## config.mk

```make
export PLATFORM = sky130hd
export DESIGN_NAME = and_sinina_seq
export DESIGN_NICKNAME = d
export VERILOG_FILES = /design/src/rtl/and_sinina_seq.sv
export SDC_FILE = /design/constraint.sdc
export NUM_CORES = 1
export LEC_CHECK = 0
export CAP_MARGIN = 0
export CELL_PAD_IN_SITES_DETAIL_PLACEMENT = 0
export CELL_PAD_IN_SITES_GLOBAL_PLACEMENT = 1
export CORE_AREA = 3 3 75 60
export CTS_BUF_LIST = sky130_fd_sc_hd__clkbuf_16
export DETAILED_ROUTE_END_ITERATION = 16
export DIE_AREA = 0 0 78 63
export DONT_BUFFER_PORTS = 1
export PLACE_DENSITY_LB_ADDON = 0.1
export SLEW_MARGIN = 0
export SYNTH_ARGS = -nofsm -noshare
export SYNTH_HDL_FRONTEND = slang
export SYNTH_SLANG_ARGS = --single-unit
```

## constraint.sdc

```tcl
create_clock -name clk -period 5.7 [get_ports clk]
set_input_delay 1.14 -clock clk [delete_from_list [all_inputs] [get_ports clk]]
set_output_delay 1.14 -clock clk [all_outputs]
set_load 0.05 [all_outputs]
```

## src/rtl/and_sinina_seq.sv

```systemverilog
// and_sinina_seq: round-robin sequencer sharing one masked-AND gadget among
// N_REQ requesters. Issues at most one operation per cycle, consumes one fresh
// randomness word per issue, tracks in-flight operations with a tag pipeline
// matched to the gadget latency, and routes each result back to its requester.
module and_sinina_seq #(
    parameter int unsigned N_REQ = 2,
    parameter int unsigned W     = 3,
    parameter int unsigned LAT   = 3,
    parameter int unsigned CNT_W = 16
) (
    input  logic                 clk,
    input  logic                 reset,
    input  logic                 en,
    input  logic [N_REQ-1:0]     req_valid,
    output logic [N_REQ-1:0]     req_ready,
    input  logic [N_REQ*W-1:0]   req_a_0,
    input  logic [N_REQ*W-1:0]   req_a_1,
    input  logic [N_REQ*W-1:0]   req_b_0,
    input  logic [N_REQ*W-1:0]   req_b_1,
    input  logic                 rnd_valid,
    input  logic [1:0]           rnd_data,
    output logic                 rnd_ready,
    output logic [W-1:0]         g_a_0,
    output logic [W-1:0]         g_a_1,
    output logic [W-1:0]         g_b_0,
    output logic [W-1:0]         g_b_1,
    output logic [1:0]           g_r,
    input  logic [W-1:0]         g_c_0,
    input  logic [W-1:0]         g_c_1,
    output logic [N_REQ-1:0]     rsp_valid,
    output logic [W-1:0]         rsp_c_0,
    output logic [W-1:0]         rsp_c_1,
    output logic                 busy,
    output logic [CNT_W-1:0]     ops_cnt
);

    localparam int unsigned ID_W  = (N_REQ > 1) ? $clog2(N_REQ) : 1;
    localparam int unsigned INF_W = $clog2(LAT + 2);

    typedef enum logic [1:0] {
        ST_IDLE  = 2'd0,
        ST_RUN   = 2'd1,
        ST_DRAIN = 2'd2
    } state_t;

    state_t            state;
    logic [ID_W-1:0]   ptr;
    logic [ID_W-1:0]   ptr_nxt;

    logic              grant_ok;
    logic              grant_found;
    logic [ID_W-1:0]   grant_id;
    logic [N_REQ-1:0]  grant_vec;

    logic [W-1:0]      a0_arr [0:N_REQ-1];
    logic [W-1:0]      a1_arr [0:N_REQ-1];
    logic [W-1:0]      b0_arr [0:N_REQ-1];
    logic [W-1:0]      b1_arr [0:N_REQ-1];

    logic [LAT:0]      tag_v;
    logic [ID_W-1:0]   tag_id [0:LAT];
    logic [INF_W-1:0]  inflight;
    logic [N_REQ-1:0]  rsp_vec;

    // Unpack the flat per-requester share buses into arrays indexed by requester id.
    for (genvar g = 0; g < N_REQ; g++) begin : g_unpack
        assign a0_arr[g] = req_a_0[g*W +: W];
        assign a1_arr[g] = req_a_1[g*W +: W];
        assign b0_arr[g] = req_b_0[g*W +: W];
        assign b1_arr[g] = req_b_1[g*W +: W];
    end

    // Grant is only possible with fresh randomness and outside DRAIN; the
    // reset term keeps the handshakes quiet while reset is being sampled.
    assign grant_ok = !reset && en && rnd_valid && (|req_valid) && (state != ST_DRAIN);

    // Round-robin search starting at the pointer, wrapping modulo N_REQ.
    always_comb begin
        int unsigned idx;
        logic [ID_W-1:0] cand;
        grant_found = 1'b0;
        grant_id    = '0;
        idx         = 0;
        cand        = '0;
        if (grant_ok) begin
            for (int unsigned off = 0; off < N_REQ; off++) begin
                idx  = (32'(ptr) + off) % N_REQ;
                cand = ID_W'(idx);
                if (!grant_found && req_valid[cand]) begin
                    grant_found = 1'b1;
                    grant_id    = cand;
                end
            end
        end
    end

    // One-hot grant vector and next pointer (winner + 1, wrapped).
    always_comb begin
        grant_vec = '0;
        if (grant_found) begin
            grant_vec[grant_id] = 1'b1;
        end
        ptr_nxt = ID_W'((32'(grant_id) + 1) % N_REQ);
    end

    assign req_ready = grant_vec;
    assign rnd_ready = grant_found;

    // Count of valid tags currently in the pipeline.
    always_comb begin
        inflight = '0;
        for (int unsigned i = 0; i <= LAT; i++) begin
            inflight = inflight + INF_W'(tag_v[i]);
        end
    end

    // Gadget share/randomness registers: winner's data on issue, zero otherwise.
    always_ff @(posedge clk) begin
        if (reset) begin
            g_a_0 <= '0;
            g_a_1 <= '0;
            g_b_0 <= '0;
            g_b_1 <= '0;
            g_r   <= '0;
        end else if (grant_found) begin
            g_a_0 <= a0_arr[grant_id];
            g_a_1 <= a1_arr[grant_id];
            g_b_0 <= b0_arr[grant_id];
            g_b_1 <= b1_arr[grant_id];
            g_r   <= rnd_data;
        end else begin
            g_a_0 <= '0;
            g_a_1 <= '0;
            g_b_0 <= '0;
            g_b_1 <= '0;
            g_r   <= '0;
        end
    end

    // Tag pipeline: LAT+1 stages, the last stage lines up with the gadget output.
    always_ff @(posedge clk) begin
        if (reset) begin
            tag_v <= '0;
            for (int unsigned i = 0; i <= LAT; i++) begin
                tag_id[i] <= '0;
            end
        end else begin
            tag_v[0]  <= grant_found;
            tag_id[0] <= grant_id;
            for (int unsigned i = 1; i <= LAT; i++) begin
                tag_v[i]  <= tag_v[i-1];
                tag_id[i] <= tag_id[i-1];
            end
        end
    end

    // Response strobe vector for the op whose tag sits in the last stage.
    always_comb begin
        rsp_vec = '0;
        if (tag_v[LAT]) begin
            rsp_vec[tag_id[LAT]] = 1'b1;
        end
    end

    // Response register: forward gadget output only under a valid tag.
    always_ff @(posedge clk) begin
        if (reset) begin
            rsp_valid <= '0;
            rsp_c_0   <= '0;
            rsp_c_1   <= '0;
        end else if (tag_v[LAT]) begin
            rsp_valid <= rsp_vec;
            rsp_c_0   <= g_c_0;
            rsp_c_1   <= g_c_1;
        end else begin
            rsp_valid <= '0;
            rsp_c_0   <= '0;
            rsp_c_1   <= '0;
        end
    end

    // Control FSM plus round-robin pointer and issued-op counter.
    always_ff @(posedge clk) begin
        if (reset) begin
            state   <= ST_IDLE;
            ptr     <= '0;
            ops_cnt <= '0;
        end else begin
            if (grant_found) begin
                ptr     <= ptr_nxt;
                ops_cnt <= ops_cnt + CNT_W'(1);
            end
            case (state)
                ST_IDLE: begin
                    if (en) begin
                        state <= ST_RUN;
                    end
                end
                ST_RUN: begin
                    if (!en) begin
                        state <= (inflight != '0) ? ST_DRAIN : ST_IDLE;
                    end
                end
                ST_DRAIN: begin
                    if (en) begin
                        state <= ST_RUN;
                    end else if (inflight == '0) begin
                        state <= ST_IDLE;
                    end
                end
                default: state <= ST_IDLE;
            endcase
        end
    end

    assign busy = (state != ST_IDLE);

endmodule
```

==> reports/metrics.csv <==
metric;value;unit
status;finished clean;
Seq/Total Area, Yosys;54.2;%
Max Cap Violations;0;
# diodes;0;
final wirelength;3.51;mm
Worst-Skew Late Latency;280;ps
routed length per placed instance;14.9;um
via count;1282;
Clock power frac;49.0;%
CTS resizes;0;
worst vdd ir;0.292;mV
Top Ports;80;
first-pass GRT wire length;5.35;mm
FF+latch count, synth;49;
setup repair bufs after CTS;0;
pre-CTS setup slack;2320;ps
Sequential Power Share;48.5;%
unrepaired setup endpoints after global routing;false;
P_int;605;uW
Fin. Hold Viols;0;
DP HPWL;2.60;mm
core area;3900;sq um
cell row count;20;
share of cells above drive strength 1;10.0;%
Slew Limit Fails;0;
Worst Path Arrival;2240;ps
clock sinks;49;
Clock Path Buffers;2;
1st-pass router iterations;4;
Fillers;361;
asr flop ratio synth;0;%
endpoint class of the critical path;output pin;
Avg Inst Size Synth;10.1;sq um
number of flops mapped to enable cells by yosys;0;
static leakage;0.000792;uW
area grow syn2layout;13.1;%
CP max FO;14;
Top FF cell, synth;dfxtp_1;
routability cong.;0.700;
slew margin rel.;54.2;%
Tcrit/Tclk final;59.3;%
Sw Ratio;19.0;%
detailed-route DRC error count;0;
hold bufs inserted after CTS;0;
critical path data required time;4560;ps
drt initial violations;65;
final worst slack;2320;ps
Total Nets Final;221;
net load switching power;142;uW
Post-synth top cells;dfxtp_1 (49), a22o_1 (12), a21oi_1 (10);
Power Total;747;uW
total CTS buffers;5;
antenna viol nets, final;0;
Critical-path top delay cell;nor2_1;
sum of buffers and inverters on the critical path;2;
top-area cell type share of the netlist area;54.2;%
Synth Cell Area;1810;sq um
Max Clock Skew;2.57;ps
leading area contributor after synthesis;dfxtp_1;
HP Class;flip-flop to flip-flop;
clock-pin slew on the worst setup and hold paths;60;ps
Clock Tree Root;clkbuf_16;
Mapped Nets;221;
port bufs;0;
vias per cell;5.46;
final core occ;52.5;%
largest net degree at the start of global routing;26;
Logic pwr share;2.5;%
worst slew pin tran;687;ps
Crit Path Class;primary input to output pin;
final setup fails;0;
vias in the first global route;1141;
min Tclk post-route;3380;ps
CTS tree;done;
CP Launch Type;primary input;
H-tree depth;2;
setup TNS;0;ps
CP cell instances;nor2_1 -> nor3_2 -> buf_4 -> and2_0 -> buf_4;
total die area;4910;sq um
Peak Freq;0.296;GHz
GRT Total Usage;13.9;%
die height;63;um
initial core utilization;46.4;%
Cell Pwr Density;365;nW/um^2
Syn Inst Count;179;
die width;78;um
most frequent cell after synthesis;dfxtp_1;
Synth area leaders;dfxtp_1 (54%), a22o_1 (5.8%), a21oi_1 (2.8%);
synth unique cells;35;
total gr overflow;0;
CP most frequent cell;buf_4;
initial antenna violation count;0;
Worst Hold Slack;418;ps
Worst path max stage delay;410;ps
synth warn;0;
delay-heaviest family, CP;simple AND/OR/NAND/NOR gates;
-- final cells by class --
type | count | area (sq um) | area share, %
timing repair buffer | 3 | 22.5 | 1.10
inverter | 8 | 30.0 | 1.47
clock buffer | 5 | 125 | 6.11
sequential | 49 | 981 | 47.9
tap | 55 | 68.8 | 3.36
clock inverter | 3 | 65.1 | 3.18
multi-input combinational | 112 | 756 | 36.9
-- cell usage in the layout, fill, tap and decap left out, types with 3 or more instances in the layout --
cell	instances
o21ai_0	8
ha_1	3
and3_1	8
or4_1	4
nand2_1	8
or3_1	7
nor4_1	3
a21oi_1	10
clkbuf_16	5
dfxtp_1	49
a22o_1	12
nor2_1	8
nand3_1	5
nor3_1	4
xnor2_1	4
inv_1	8
buf_4	3
nor2b_1	5
-- metal layers --
layer	vias up	global-route usage, %	share of wire (%)	wire length, um
li1	638	-	-	-
met1	607	16.3	44	1540
met2	32	22.4	49	1710
met3	5	5.91	6.3	222
met4	0	5.24	1.2	42
met5	-	0	0	0
-- power by group through the flow --
stage / sequential (uW) / combinational [uW] / clock [uW]
after floorplan: 369 / 18.4 / 0
after global placement: 370 / 18.7 / 0
after detailed placement: 370 / 19.3 / 0
after CTS: 362 / 19.3 / 374
after global routing: 363 / 20.8 / 386
final: 362 / 19.0 / 366
-- flip-flops by register name, summed over array words and instances (netlist names) --
register,count
ops_cnt,16
tag_id,4
tag_v,4
g_a_0,3
g_a_1,3
g_b_0,3
g_b_1,3
rsp_c_0,3
rsp_c_1,3
g_r,2
rsp_valid,2
state,2
ptr,1
-- per-stage QoR --
step / instance area, sq um / std cells
floorplan: 1810 / 179
global placement: 1860 / 227
detailed placement: 1860 / 227
CTS: 2050 / 235
global route: 2050 / 235
finish: 2050 / 235
-- cell families after synthesis --
logic type / after synthesis / share of synthesized area, %
and+or+nand+nor: 67 / 22.3
DFF: 49 / 54.2
AOI/OAI and AO/OA: 36 / 13.4
buffers and inverters: 18 / 4.42
xor gates and xnor gates: 4 / 1.93
adders and majority gates: 4 / 3.18
muxes: 1 / 0.553
-- worst paths after layout --
| check | depth (start not counted) | from | to | slack, ps |
|---|---|---|---|---|
| worst max-delay path | 5 | req_valid[0] | req_ready[0] | 2320 |
| worst min-delay path | 1 | tag_id[3] | rsp_valid[0] | 420 |
| worst max register to register | 5 | ops_cnt[0] | ops_cnt[14] | 3440 |
| worst min register to register | 1 | tag_id[3] | rsp_valid[0] | 420 |
(Power assumes the default switching activity.)
